File: src/rtl/channel_scheduler_pkg.sv
// Shared types and default sizing for the channel scheduler.
package channel_scheduler_pkg;

  localparam int N_CHANNELS_DEF = 4;
  localparam int DIV_RATIO_DEF  = 8;
  localparam int CH_WIDTH_DEF   = 9;

  typedef enum logic [0:0] {
    IDLE = 1'b0,
    SEND = 1'b1
  } sched_state_e;

endpackage

File: src/rtl/channel_scheduler_if.sv
// Output word stream of the scheduler: valid/ready handshake with channel tag.
interface channel_scheduler_if
  import channel_scheduler_pkg::*;
#(
  parameter int N_CHANNELS = N_CHANNELS_DEF,
  parameter int CH_WIDTH   = CH_WIDTH_DEF
) ();

  logic                          out_valid;
  logic                          out_ready;
  logic [CH_WIDTH-1:0]           out_data;
  logic [$clog2(N_CHANNELS)-1:0] out_ch;

  modport master (output out_valid, output out_data, output out_ch, input out_ready);
  modport slave  (input out_valid, input out_data, input out_ch, output out_ready);

endinterface

File: src/rtl/channel_scheduler_frame_divider.sv
// Frame divider: free-running modulo-DIV_RATIO counter gated by enable, with a
// strobe in the last count of each frame.
module frame_divider #(
  parameter int DIV_RATIO = 8
) (
  input  logic clk,
  input  logic rst_n,
  input  logic enable,
  output logic frame_tick
);

  localparam int CNT_W = (DIV_RATIO > 1) ? $clog2(DIV_RATIO) : 1;
  localparam logic [CNT_W-1:0] CNT_MAX = CNT_W'(DIV_RATIO - 1);

  logic [CNT_W-1:0] div_cnt_r;

  // Count while enabled, park at zero otherwise so a restart is a full frame.
  always_ff @(posedge clk or negedge rst_n) begin
    if (!rst_n) begin
      div_cnt_r <= '0;
    end else if (!enable) begin
      div_cnt_r <= '0;
    end else if (div_cnt_r == CNT_MAX) begin
      div_cnt_r <= '0;
    end else begin
      div_cnt_r <= div_cnt_r + 1'b1;
    end
  end

  assign frame_tick = enable && (div_cnt_r == CNT_MAX);

endmodule

File: src/rtl/channel_scheduler.sv
// Captures a frame of channel samples on each frame tick and emits the
// masked channels one word at a time, lowest index first.
module channel_scheduler
  import channel_scheduler_pkg::*;
#(
  parameter int N_CHANNELS = N_CHANNELS_DEF,
  parameter int DIV_RATIO  = DIV_RATIO_DEF,
  parameter int CH_WIDTH   = CH_WIDTH_DEF
) (
  input  logic                           CLK_24M,
  input  logic                           reset,
  input  logic                           enable,
  input  logic [N_CHANNELS-1:0]          ch_mask,
  input  logic [N_CHANNELS*CH_WIDTH-1:0] channel_data,
  output logic                           frame_tick,
  output logic                           overrun,
  input  logic                           overrun_clr,
  channel_scheduler_if.master            out_if
);

  localparam int CH_IDX_W = $clog2(N_CHANNELS);

  sched_state_e                  state_r, state_s;
  logic [N_CHANNELS-1:0]          pending_r, pending_s, pending_left_s;
  logic [N_CHANNELS*CH_WIDTH-1:0] snapshot_r, snapshot_s;
  logic [CH_IDX_W-1:0]            out_ch_r, sel_idx_s;
  logic [CH_WIDTH-1:0]            out_data_r, sel_data_s;
  logic                           overrun_r, overrun_set_s;
  logic                           frame_tick_s, accept_s;

  frame_divider #(.DIV_RATIO(DIV_RATIO)) u_frame_divider (
    .clk        (CLK_24M),
    .rst_n      (reset),
    .enable     (enable),
    .frame_tick (frame_tick_s)
  );

  assign accept_s = (state_r == SEND) && out_if.out_ready;

  // Next pending set / snapshot: a tick only captures once the previous frame
  // has fully drained (including a final word accepted this very cycle).
  always_comb begin
    pending_left_s = pending_r;
    if (accept_s) begin
      pending_left_s[out_ch_r] = 1'b0;
    end else begin
      pending_left_s = pending_r;
    end
    pending_s     = pending_left_s;
    snapshot_s    = snapshot_r;
    overrun_set_s = 1'b0;
    if (frame_tick_s) begin
      if (pending_left_s == '0) begin
        if (ch_mask != '0) begin
          pending_s  = ch_mask;
          snapshot_s = channel_data;
        end else begin
          pending_s  = pending_left_s;
        end
      end else begin
        overrun_set_s = 1'b1;
      end
    end else begin
      overrun_set_s = 1'b0;
    end
    state_s = (pending_s != '0) ? SEND : IDLE;
  end

  // Lowest-index pending channel of the next cycle, so the output word is registered.
  always_comb begin
    sel_idx_s = '0;
    for (int k = N_CHANNELS - 1; k >= 0; k--) begin
      sel_idx_s = pending_s[k] ? CH_IDX_W'(k) : sel_idx_s;
    end
    sel_data_s = (pending_s != '0) ? snapshot_s[int'(sel_idx_s)*CH_WIDTH +: CH_WIDTH] : '0;
  end

  // Scheduler state, snapshot, output word and sticky overrun.
  always_ff @(posedge CLK_24M or negedge reset) begin
    if (!reset) begin
      state_r    <= IDLE;
      pending_r  <= '0;
      snapshot_r <= '0;
      out_ch_r   <= '0;
      out_data_r <= '0;
      overrun_r  <= 1'b0;
    end else begin
      state_r    <= state_s;
      pending_r  <= pending_s;
      snapshot_r <= snapshot_s;
      out_ch_r   <= sel_idx_s;
      out_data_r <= sel_data_s;
      if (overrun_set_s) begin
        overrun_r <= 1'b1;
      end else if (overrun_clr) begin
        overrun_r <= 1'b0;
      end else begin
        overrun_r <= overrun_r;
      end
    end
  end

  assign frame_tick       = frame_tick_s;
  assign overrun          = overrun_r;
  assign out_if.out_valid = (state_r == SEND);
  assign out_if.out_ch    = out_ch_r;
  assign out_if.out_data  = out_data_r;

endmodule

File: src/flat_wrapper.sv
// flat-port wrapper written by rule: the top's interface ports become plain ports
module channel_scheduler_flat import channel_scheduler_pkg::*;
#(
  parameter int N_CHANNELS = N_CHANNELS_DEF,
  parameter int DIV_RATIO  = DIV_RATIO_DEF,
  parameter int CH_WIDTH   = CH_WIDTH_DEF
)
  (CLK_24M, reset, enable, ch_mask, channel_data, frame_tick, overrun, overrun_clr, out_if_out_valid, out_if_out_data, out_if_out_ch, out_if_out_ready);
  channel_scheduler_if #(.N_CHANNELS(N_CHANNELS), .CH_WIDTH(CH_WIDTH)) out_if_i ();
  input  logic CLK_24M;
  input  logic reset;
  input  logic enable;
  input  logic [N_CHANNELS-1:0] ch_mask;
  input  logic [N_CHANNELS*CH_WIDTH-1:0] channel_data;
  output logic frame_tick;
  output logic overrun;
  input  logic overrun_clr;
  output wire logic [$bits(out_if_i.out_valid)-1:0] out_if_out_valid;
  output wire logic [$bits(out_if_i.out_data)-1:0] out_if_out_data;
  output wire logic [$bits(out_if_i.out_ch)-1:0] out_if_out_ch;
  input wire logic [$bits(out_if_i.out_ready)-1:0] out_if_out_ready;
  assign out_if_out_valid = out_if_i.out_valid;
  assign out_if_out_data = out_if_i.out_data;
  assign out_if_out_ch = out_if_i.out_ch;
  assign out_if_i.out_ready = out_if_out_ready;
  channel_scheduler #(.N_CHANNELS(N_CHANNELS), .DIV_RATIO(DIV_RATIO), .CH_WIDTH(CH_WIDTH)) u_core (.CLK_24M(CLK_24M), .reset(reset), .enable(enable), .ch_mask(ch_mask), .channel_data(channel_data), .frame_tick(frame_tick), .overrun(overrun), .overrun_clr(overrun_clr), .out_if(out_if_i));
endmodule
File: config.mk
export PLATFORM = sky130hd
export DESIGN_NAME = channel_scheduler_flat
export DESIGN_NICKNAME = d
export VERILOG_FILES = /design/src/rtl/channel_scheduler_pkg.sv /design/src/rtl/channel_scheduler_if.sv /design/src/rtl/channel_scheduler_frame_divider.sv /design/src/rtl/channel_scheduler.sv /design/src/flat_wrapper.sv
export SDC_FILE = /design/constraint.sdc
export NUM_CORES = 1
export LEC_CHECK = 0
export CAP_MARGIN = 20
export CORE_MARGIN = 8
export CORE_UTILIZATION = 35
export CTS_CLUSTER_DIAMETER = 150
export DETAILED_ROUTE_END_ITERATION = 16
export PLACE_DENSITY_LB_ADDON = 0.3
export RECOVER_POWER = 25
export SLEW_MARGIN = 20
export SYNTH_ARGS = -nofsm -noshare
export SYNTH_HDL_FRONTEND = slang
export SYNTH_SLANG_ARGS = --single-unit
File: constraint.sdc
create_clock -name CLK_24M -period 4.9 [get_ports CLK_24M]
set_input_delay 1.47 -clock CLK_24M [delete_from_list [all_inputs] [get_ports CLK_24M]]
set_output_delay 1.47 -clock CLK_24M [all_outputs]
set_load 0.01 [all_outputs]
==> results of run 1 <==
==> per-layer routing <==
metal	global-route usage, %	share of wire [%]
met1	16.95	44
met4	3.337	1.1
met5	0	0
met3	3.347	5.8
met2	22.63	49
==> cell usage after synthesis <==
cell type / instances
o22ai_1: 3
a211o_1: 3
nor2_1: 4
buf_2: 2
buf_4: 3
a32oi_1: 2
ha_1: 2
and2_1: 1
nand3b_1: 1
o21a_1: 1
a22oi_1: 5
o31a_1: 6
inv_1: 12
a211oi_2: 3
and3_1: 1
a211oi_1: 5
nor4b_1: 3
o311ai_1: 1
nand4_1: 11
mux2_2: 20
mux2_4: 2
buf_6: 4
mux2i_1: 3
o31ai_1: 11
nand2_1: 20
o2bb2ai_1: 4
nor4_1: 1
o22a_1: 2
nand2b_1: 1
nor3_1: 6
o21bai_1: 1
nor3b_1: 1
o211ai_1: 10
nand3_1: 1
a21oi_1: 2
o21ai_0: 9
dfrtp_1: 56
clkbuf_1: 7
a21o_1: 4
and3b_1: 1
==> registers in the layout (all words and copies together), names as in the netlist <==
register / flops
u_core.pending_r: 4
u_core.snapshot_r: 36
u_core.out_if.out_data: 9
u_core.u_frame_divider.div_cnt_r: 3
u_core.overrun: 1
u_core.out_if.out_valid: 1
u_core.out_if.out_ch: 2
==> report_power, final <==
| group | internal (W) | total [W] | switching, W |
|---|---|---|---|
| Sequential | 0.000502 | 0.000522 | 0.0000205 |
| Combinational | 0.000109 | 0.000234 | 0.000125 |
| Clock | 0.000180 | 0.000321 | 0.000141 |
| Total | 0.000791 | 0.00108 | 0.000286 |
==> worst paths after layout <==
check                      depth (start not counted)  slack (ps)                                             to
max                                                4         490                                     frame_tick
min                                                1         450  u_core.u_frame_divider.div_cnt_r[0]$_DFF_PN0_
max reg2reg                                        6        2050            u_core.out_if.out_data[6]$_DFF_PN0_
min reg2reg                                        1         450  u_core.u_frame_divider.div_cnt_r[0]$_DFF_PN0_
max in group asynchronous                          2        1300                 u_core.snapshot_r[6]$_DFF_PN0_
min in group asynchronous                          1        1450            u_core.out_if.out_data[5]$_DFF_PN0_
==> area by class of cell <==
cell class                      count  share of cell area, %
Sequential cell                    56                  40.30
Multi-Input combinational cell    151                  32.53
Timing Repair Buffer               68                  18.57
Tap cell                          102                  3.670
Clock buffer                        7                  2.771
Inverter                           12                  1.295
Clock inverter                      1                 0.8636
==> metrics by stage <==
step / hold slack (ps) / instances / total power (W)
3_3_place_gp: 434.4 / 389 / 0.0007617
3_5_place_dp: 443.0 / 389 / 0.0007655
4_1_cts: 456.6 / 397 / 0.001089
2_1_floorplan: 415.6 / 235 / 0.0006580
6_report: 447.8 / 397 / 0.001077
5_1_grt: 475.4 / 397 / 0.001130
==> cells by family after synthesis <==
| group | share of synthesized area (%) |
|---|---|
| muxes | 10.66 |
| AOI/OAI and AO/OA | 20.43 |
| and+or+nand+nor | 10.05 |
| buffers and inverters | 5.563 |
| DFF | 52.36 |
| adders and majority gates | 0.9349 |
==> metrics.md, run 1 <==
| Metric | Value |
|---|---|
| TritonCTS clock tree | done |
| Reg-to-Reg Start | u_core.out_if.out_ch[0]$_DFF_PN0_ |
| Final HPWL DP | around 5200 um |
| Crit path DAT | 2940 ps |
| Max Clock Freq | 226.5 MHz |
| Register Area | 1401 um2 |
| Clock buffer depth | 2 |
| H-tree Lvls | 2 |
| P_leak | 1.611 nW |
| Status | complete, but fails checks |
| Critical path origin | enable |
| Clk_lat worst skew | about 310 ps |
| Yosys warning count | 0 |
| Commonest cells after routing, fill and taps aside | clkdlybuf4s50_1, dfrtp_1, nand2_1, mux2_2, inv_1 |
| First-pass iteration count of the detailed router | 4 |
| Critical path startpoint category | primary input |
| Hold Crit Class | flop to flop |
| Nature of the critical path endpoint | primary output |
| Via-to-Cell Ratio | 5.277 |
| CTS Hold Buffers Added | 0 |
| Cell Area, Placed | 3356 um2 |
| Synth unique cells | 40 |
| Filler cell count | 725 |
| Failing checks | max-capacitance violations, max-slew violations |
| Maxcap violations | 1 |
| Global-route wire length before repair | roughly 11000 um |
| Crit-path leading delay family | buffers and inverters |
| Placer congestion estimate | 0.8393 |
| WL final | 6761 um |
| Area contributors post-synth | dfrtp_1, mux2_2, o31ai_1 |
| Worst path required time | 3430 ps |
| RSZ-0062 raised after global routing | no |
| Max Slew Vio Count | 33 |
| Seq/Total Area, Yosys | 52.36% |
| Die Ht | 103.4 um |
| CP cell instances | dlygate4sd3_1, nand2_1, inv_1, clkdlybuf4s50_1 |
| Fin util | 45.95% |
| Aggregate global-route resource usage | 13.50% |
| Cts repair resizes | 0 |
| CP peak stage delay | 600 ps |
| N_diodes | 0 |
| Area grow syn2layout | 29.92% |
| Number of global-route vias before repair | 2245 |
| DRC Markers | 0 |
| IO buf count | 58 |
| Slew @ Worst Pin | 1667 ps |
| Cell count after synthesis | roughly 240 |
| Finished Cell Area | 3477 um2 |
| Worst vdd ir | 123.3 uV |
| Mapped Nets | between 200 and 300 |
| Via Count | around 2.1k |
| I/O pin cnt | 59 |
| Starting Density | 35.37% |
| Sink Count | 56 |
| Initial drt markers | just over 100 |
| Core area | 7567 um2 |
| Count of antenna-violating nets left after detailed routing | 0 |
| Hold path startpoint | u_core.u_frame_divider.div_cnt_r[0]$_DFF_PN0_ |
| Largest net degree at the start of global routing | 33 |
| Remaining global-route overflow | 0 |
| Crit Path Max Fanout | 7 |
| PD cells | about 310 nW/um2 |
| Multi-input gate area | 1131 um2 |
| Root buf cell | clkbuf_8 |
| Cell taking the most area after synthesis | dfrtp_1 |
| Drt wl/cell | 17.03 um |
| CTS Buf Count | 5 |
| Crit path time final | between 4000 and 5000 ps |
| Die area | 10700 um2 |
| Setup slack after layout | 485.2 ps |
| Cell Area, Synth | 2676 um2 |
| Final setup fails | 0 |
| Period Utilization, post-route | 90.10% |
| Final hold vios | 0 |
| Layout cells sized above 1 | 14.58% |
| Initial antenna violation count | 0 |
| # rows | 32 |
| Synth top area share | 52.36% |
| Layout Nets | approximately 340 |
| Clock slew at reported path FFs | 100 ps |
| Post-Place Setup Slack | approximately 560 ps |
| Buf/Inv on CP | 3 |
| Setup TNS | 0 ps |
| Setup CP Type | primary input to primary output |
| Horiz. Die Dim | just over 100 um |
| Post-CTS setup buffers | 0 |
| Worst clock skew | between 10 and 15 ps |
| Mean Syn Cell Area | 11.39 um2 |
| Slew headroom | -11.10% |
| #FFs+latches synth | 56 |
| Critical-path top delay cell | dlygate4sd3_1 |
Power figures use the tool's default switching activity.
==> run 2, diff against run 1 <==
- CELL_PAD_IN_SITES_DETAIL_PLACEMENT: not set -> 0
- CELL_PAD_IN_SITES_GLOBAL_PLACEMENT: not set -> 1
==> run 2 against run 1 <==
The flow still finishes with violations (max-capacitance violations, max-slew violations). Hold slack gained 13 ps. Die area is the same. Clock skew shrank 0.64 ps. Clock-buffer cell count shrank 1. Flip-flop and latch count is the same. Wire length grew 1.0%. Register-to-register slack lost 30 ps. Power shrank 5.4%. Critical path depth is the same. Sequential share of layout area grew 0.48 points. Largest cell class unchanged.
==> metrics.md, run 2 (same netlist as run 1, synthesis figures left out) <==
| Metric | Value |
|---|---|
| GR Layer Usage met3 | 2.811% (was 3.347%) |
| Max Slew Vio Count | 40 (was 33) |
| Maxcap violations | 1 (unchanged) |
| Slew @ Worst Pin | 2011 ps (was 1667 ps) |
| Final HPWL DP | 4921 um (was 5176 um) |
| IO buf count | 58 (unchanged) |
| Die area | 10700 um2 (unchanged) |
| Largest net degree at the start of global routing | 40 (was 33) |
| Drt wl/cell | 17.25 um (was 17.03 um) |
| Critical-path top delay cell | dlygate4sd3_1 (unchanged) |
| Via-to-Cell Ratio | 5.301 (was 5.277) |
| Placer congestion estimate | 0.7499 (was 0.8393) |
| CP peak stage delay | 590 ps (was 600 ps) |
| PD cells | 296.5 nW/um2 (was 309.7 nW/um2) |
| Worst vdd ir | 115.1 uV (was 123.3 uV) |
| Largest Register | u_core.snapshot_r (unchanged) |
| Hold Crit Class | flop to flop (unchanged) |
| R2r setup slk | 2020 ps (was 2050 ps) |
| Count of antenna-violating nets left after detailed routing | 0 (unchanged) |
| Clock buffer depth | 2 (unchanged) |
| Aggregate global-route resource usage | 13.42% (was 13.50%) |
| Final hold vios | 0 (unchanged) |
| Number of global-route vias before repair | 2222 (was 2245) |
| Buf/Inv on CP | 3 (unchanged) |
| Grt met2 use | 21.94% (was 22.63%) |
| Hold path startpoint | u_core.u_frame_divider.div_cnt_r[0]$_DFF_PN0_ (unchanged) |
| Area grow syn2layout | 28.38% (was 29.92%) |
| Hold Path End | u_core.u_frame_divider.div_cnt_r[0]$_DFF_PN0_ (unchanged) |
| Initial drt markers | 97 (was 101) |
| Most Crowded Layer GR | met2 (unchanged) |
| Final setup fails | 0 (unchanged) |
| I/O pin cnt | 59 (unchanged) |
| Dpl cells | 388 (was 389) |
| Root buf cell | clkbuf_8 (unchanged) |
| CP cell instances | dlygate4sd3_1, nand2_1, inv_1, clkdlybuf4s50_1 (unchanged) |
| CTS Hold Buffers Added | 0 (unchanged) |
| Setup TNS | 0 ps (unchanged) |
| Layout Nets | 340 (was 341) |
| Core area | 7567 um2 (unchanged) |
| Reg-to-reg endpoint | u_core.out_if.out_data[4]$_DFF_PN0_ (was u_core.out_if.out_data[6]$_DFF_PN0_) |
| Remaining global-route overflow | 0 (unchanged) |
| WL final | 6830 um (was 6761 um) |
| Clk_lat worst skew | 310 ps (about the same) |
| Commonest cells after routing, fill and taps aside | clkdlybuf4s50_1, dfrtp_1, nand2_1, mux2_2, inv_1 (unchanged) |
| Met1 Use GR | 16.76% (was 16.95%) |
| P_leak | 1.584 nW (was 1.611 nW) |
| Critical path origin | enable (unchanged) |
| Failing checks | max-capacitance violations, max-slew violations (unchanged) |
| First-pass iteration count of the detailed router | 4 (unchanged) |
| DRC Markers | 0 (unchanged) |
| Status | complete, but fails checks (unchanged) |
| Worst clock skew | 9.816 ps (was 10.45 ps) |
| Horiz. Die Dim | 103.4 um (unchanged) |
| Hold Path Stages | 1 (unchanged) |
| Initial antenna violation count | 0 (unchanged) |
| Crit path DAT | 2940 ps (about the same) |
| Crit path time final | 4408 ps (was 4415 ps) |
| H-tree Lvls | 2 (unchanged) |
| Period Utilization, post-route | 89.96% (was 90.10%) |
| Setup CP Type | primary input to primary output (unchanged) |
| Global-route wire length before repair | 11010 um (was 11150 um) |
| Nature of the critical path endpoint | primary output (unchanged) |
| RSZ-0062 raised after global routing | no (unchanged) |
| Filler cell count | 724 (was 725) |
| Via Count | 2099 (was 2095) |
| CTS Buf Count | 5 (unchanged) |
| Starting Density | 35.37% (unchanged) |
| Worst path required time | 3430 ps (about the same) |
| Die Ht | 103.4 um (unchanged) |
| Cts repair resizes | 0 (unchanged) |
| # rows | 32 (unchanged) |
| Crit Path Max Fanout | 7 (unchanged) |
| Slew headroom | -34.06% (was -11.10%) |
| Layout cells sized above 1 | 14.29% (was 14.58%) |
| Max reg flops | 36 (unchanged) |
| Post-CTS setup buffers | 0 (unchanged) |
| Sink Count | 56 (unchanged) |
| Max Clock Freq | 226.9 MHz (was 226.5 MHz) |
| Worst reg2reg path depth | 9 (was 6) |
| N_diodes | 0 (unchanged) |
| Crit-path leading delay family | buffers and inverters (unchanged) |
| TritonCTS clock tree | done (unchanged) |
| Clock slew at reported path FFs | 110 ps (was 100 ps) |
| Final Non-Filler Cells | 396 (was 397) |
| Reg-to-Reg Start | u_core.u_frame_divider.div_cnt_r[0]$_DFF_PN0_ (was u_core.out_if.out_ch[0]$_DFF_PN0_) |
| Critical path startpoint category | primary input (unchanged) |
-- run 2: per-layer routing --
metal,vias to the layer above,wire length (um)
li1,1007,-
met1,1033,2982
met2,51,3363
met3,8,372
met4,0,112
met5,-,0
-- run 2: how the worst max path moves through the flow --
stage,end,slack (ps),cells after the start
after floorplan,frame_tick,1700,2
after global placement,frame_tick,600,4
after detailed placement,frame_tick,570,4
after CTS,frame_tick,570,4
after global routing,frame_tick,420,4
final,frame_tick,490,4
-- run 2: per-stage QoR --
| stage | hold WS [ps] | total power (W) | setup WS [ps] | area, um2 | utilization (%) |
|---|---|---|---|---|---|
| after floorplan | 415.6 | 0.0006580 | 1701 | 2676 | - |
| after global placement | 441.9 | 0.0007676 | 597.7 | 3348 | 44.25 |
| after detailed placement | 446.5 | 0.0007703 | 572.6 | 3348 | 44.25 |
| after CTS | 460.7 | 0.001028 | 567.5 | 3437 | 45.42 |
| after global routing | 491.0 | 0.001070 | 423.6 | 3436 | 45.40 |
| final | 460.8 | 0.001019 | 491.8 | 3436 | 45.40 |
-- run 2: layout make-up --
class,instances,area (um2),share of cell area [%]
clock buffers,6,72.57,2.112
clock inverters,2,16.27,0.4734
inverters,12,45.04,1.311
multi-input cells,151,1131,32.92
flip-flops and latches,56,1401,40.79
well taps,102,127.6,3.714
repair buffers,67,641.9,18.68
-- run 2: worst reg2reg max path: cells and delay by family, from the launching register on --
kind / cells / cell delay, ps
AND/OR/NAND/NOR: 3 / 570
multiplexers: 1 / 400
AO/OA/AOI/OAI: 2 / 690
buffers and inverters: 1 / 390
flip-flops: 1 / 380
adder cells (fa/ha/maj): 2 / 350
-- run 2: report_power, final --
| part | internal, W | switching [W] | leakage (nW) |
|---|---|---|---|
| combinational | 0.000111 | 0.000128 | 0.771 |
| clock | 0.000102 | 0.000157 | 0.0414 |
| sequential | 0.000502 | 0.0000197 | 0.772 |
| total | 0.000715 | 0.000304 | 1.58 |
==> run 3, diff against run 2 <==
- CORE_ASPECT_RATIO: not set -> 1.25
- CTS_BUF_LIST: not set -> sky130_fd_sc_hd__clkbuf_4
==> run 3 against run 2 <==
The run still ends with max-capacitance violations, max-slew violations left. Power down 4.1%. Hold slack better by 1.7 ps. Flip-flop and latch count unchanged. Via count up 0.76%. Final cell count down 1.3%. Largest power group unchanged.
==> metrics.md, run 3 (same netlist as run 1, synthesis figures left out) <==
| Metric | Value |
|---|---|
| Status | complete, but fails checks (unchanged) |
| Failing checks | max-capacitance violations, max-slew violations (unchanged) |
| Setup slack after layout | 504.1 ps (was 491.8 ps) |
| CTS Hold Buffers Added | 0 (unchanged) |
| Multi-input gate area | 1131 um2 (unchanged) |
| Clock slew at reported path FFs | 150 ps (was 110 ps) |
| Die Ht | 113.8 um (was 103.4 um) |
| Initial antenna violation count | 1 (was 0) |
| Setup TNS | 0 ps (unchanged) |
| IO buf count | 58 (unchanged) |
| Horiz. Die Dim | 94.22 um (was 103.4 um) |
| RSZ-0062 raised after global routing | no (unchanged) |
| Final HPWL DP | 5172 um (was 4921 um) |
| Root buf cell | clkbuf_4 (was clkbuf_8) |
| Aggregate global-route resource usage | 13.65% (was 13.42%) |
| TritonCTS clock tree | done (unchanged) |
| Starting Density | 36.16% (was 35.37%) |
| Area grow syn2layout | 27.96% (was 28.38%) |
| I/O pin cnt | 59 (unchanged) |
| DRC Markers | 0 (unchanged) |
| Drt wl/cell | 18.16 um (was 17.25 um) |
| CP peak stage delay | 580 ps (was 590 ps) |
| Via Count | 2115 (was 2099) |
| Slew @ Worst Pin | 1718 ps (was 2011 ps) |
| Max reg flops | 36 (unchanged) |
| Period Utilization, post-route | 89.71% (was 89.96%) |
| Crit-path leading delay family | buffers and inverters (unchanged) |
| Layout Nets | 344 (was 340) |
| PD cells | 285.3 nW/um2 (was 296.5 nW/um2) |
| P_leak | 1.592 nW (was 1.584 nW) |
| Worst clock skew | 13.09 ps (was 9.816 ps) |
| Worst path required time | 3430 ps (about the same) |
| Critical path startpoint category | primary input (unchanged) |
| Nature of the critical path endpoint | primary output (unchanged) |
| Number of global-route vias before repair | 2267 (was 2222) |
| Largest net degree at the start of global routing | 33 (was 40) |
| Clk_lat worst skew | 380 ps (was 310 ps) |
| Crit path DAT | 2930 ps (was 2940 ps) |
| Filler cell count | 738 (was 724) |
| Post-CTS setup buffers | 0 (unchanged) |
| Crit path time final | 4396 ps (was 4408 ps) |
| Post-Place Setup Slack | 578.8 ps (was 572.6 ps) |
| CP cell instances | dlygate4sd3_1, nand2_1, inv_1, clkdlybuf4s50_1 (unchanged) |
| Final setup fails | 0 (unchanged) |
| Core area | 7401 um2 (was 7567 um2) |
| Clock buffer depth | 2 (unchanged) |
| WL final | 7101 um (was 6830 um) |
| Register Area | 1401 um2 (unchanged) |
| Die area | 10720 um2 (was 10700 um2) |
| Remaining global-route overflow | 0 (unchanged) |
| Final hold vios | 0 (unchanged) |
| Sink Count | 56 (unchanged) |
| Global-route wire length before repair | 11490 um (was 11010 um) |
| # rows | 35 (was 32) |
| Critical-path top delay cell | dlygate4sd3_1 (unchanged) |
| First-pass iteration count of the detailed router | 4 (unchanged) |
| Buf/Inv on CP | 3 (unchanged) |
| Maxcap violations | 1 (unchanged) |
| Via-to-Cell Ratio | 5.409 (was 5.301) |
| Count of antenna-violating nets left after detailed routing | 0 (unchanged) |
| CTS Buf Count | 5 (unchanged) |
| Worst vdd ir | 171.0 uV (was 115.1 uV) |
| Crit Path Max Fanout | 7 (unchanged) |
| Hold Crit Class | flop to flop (unchanged) |
| Layout cells sized above 1 | 15.44% (was 14.29%) |
| Cts repair resizes | 0 (unchanged) |
| Largest Register | u_core.snapshot_r (unchanged) |
| Placer congestion estimate | 0.7524 (was 0.7499) |
| Commonest cells after routing, fill and taps aside | clkdlybuf4s50_1, dfrtp_1, nand2_1, mux2_2 (was clkdlybuf4s50_1, dfrtp_1, nand2_1, mux2_2, inv_1) |
| Setup CP Type | primary input to primary output (unchanged) |
| Slew headroom | -14.53% (was -34.06%) |
| H-tree Lvls | 2 (unchanged) |
| Initial drt markers | 60 (was 97) |
| Max Slew Vio Count | 33 (was 40) |
| Max Clock Freq | 227.5 MHz (was 226.9 MHz) |
==> run 3: cell types whose count changed in the layout (fill, tap and decap cells not counted) <==
cell / change
diode_2: +1
clkbuf_4: +6
buf_4: +3
clkbuf_8: -5
==> run 3: worst paths after layout <==
| check | from | endpoint | slack, ps | cells past startpoint |
|---|---|---|---|---|
| min in group asynchronous | reset | u_core.snapshot_r[31]$_DFF_PN0_ | 1350 | 1 |
| worst min-delay path | u_core.u_frame_divider.div_cnt_r[0]$_DFF_PN0_ | u_core.u_frame_divider.div_cnt_r[0]$_DFF_PN0_ | 460 | 1 |
| worst max-delay path | enable | frame_tick | 500 | 4 |
| worst min register to register | u_core.u_frame_divider.div_cnt_r[0]$_DFF_PN0_ | u_core.u_frame_divider.div_cnt_r[0]$_DFF_PN0_ | 460 | 1 |
| worst max register to register | u_core.out_if.out_ch[0]$_DFF_PN0_ | u_core.out_if.out_data[3]$_DFF_PN0_ | 2000 | 8 |
| max in group asynchronous | reset | u_core.snapshot_r[7]$_DFF_PN0_ | 1340 | 2 |
==> run 3: area by class of cell <==
class | instances | share of cell area, %
multi-input cells | 151 | 33.03
clock inverters | 2 | 0.4750
repair buffers | 71 | 19.51
clock buffers | 6 | 1.315
inverters | 12 | 1.315
well taps | 92 | 3.361
diodes | 1 | 0.07307
flip-flops and latches | 56 | 40.92
==> run 3: metrics by stage <==
step                instance area, um2  total power [W]  hold slack [ps]  utilization [%]  std cells
floorplan                         2676        0.0006580            415.6                -        235
global placement                  3366        0.0007736            449.8            45.48        382
detailed placement                3366        0.0007765            444.7            45.48        382
CTS                               3427        0.0009846            464.5            46.31        390
global route                      3425         0.001028            499.2            46.27        391
finish                            3425        0.0009771            462.5            46.27        391
==> run 3: metal layers <==
layer  vias to the layer above  track usage (%)  wire (um)
met5                         -                0          0
met4                         0            4.772        109
met3                         8            2.694        326
met2                        48            23.79       3745
met1                      1052            16.00       2919
li1                       1007                -          -
==> run 3: report_power, final <==
part | leakage, nW | internal [W] | switching (W)
combinational | 0.788 | 0.000113 | 0.000132
clock | 0.0319 | 0.0000630 | 0.000147
sequential | 0.772 | 0.000502 | 0.0000204
total | 1.59 | 0.000678 | 0.000299
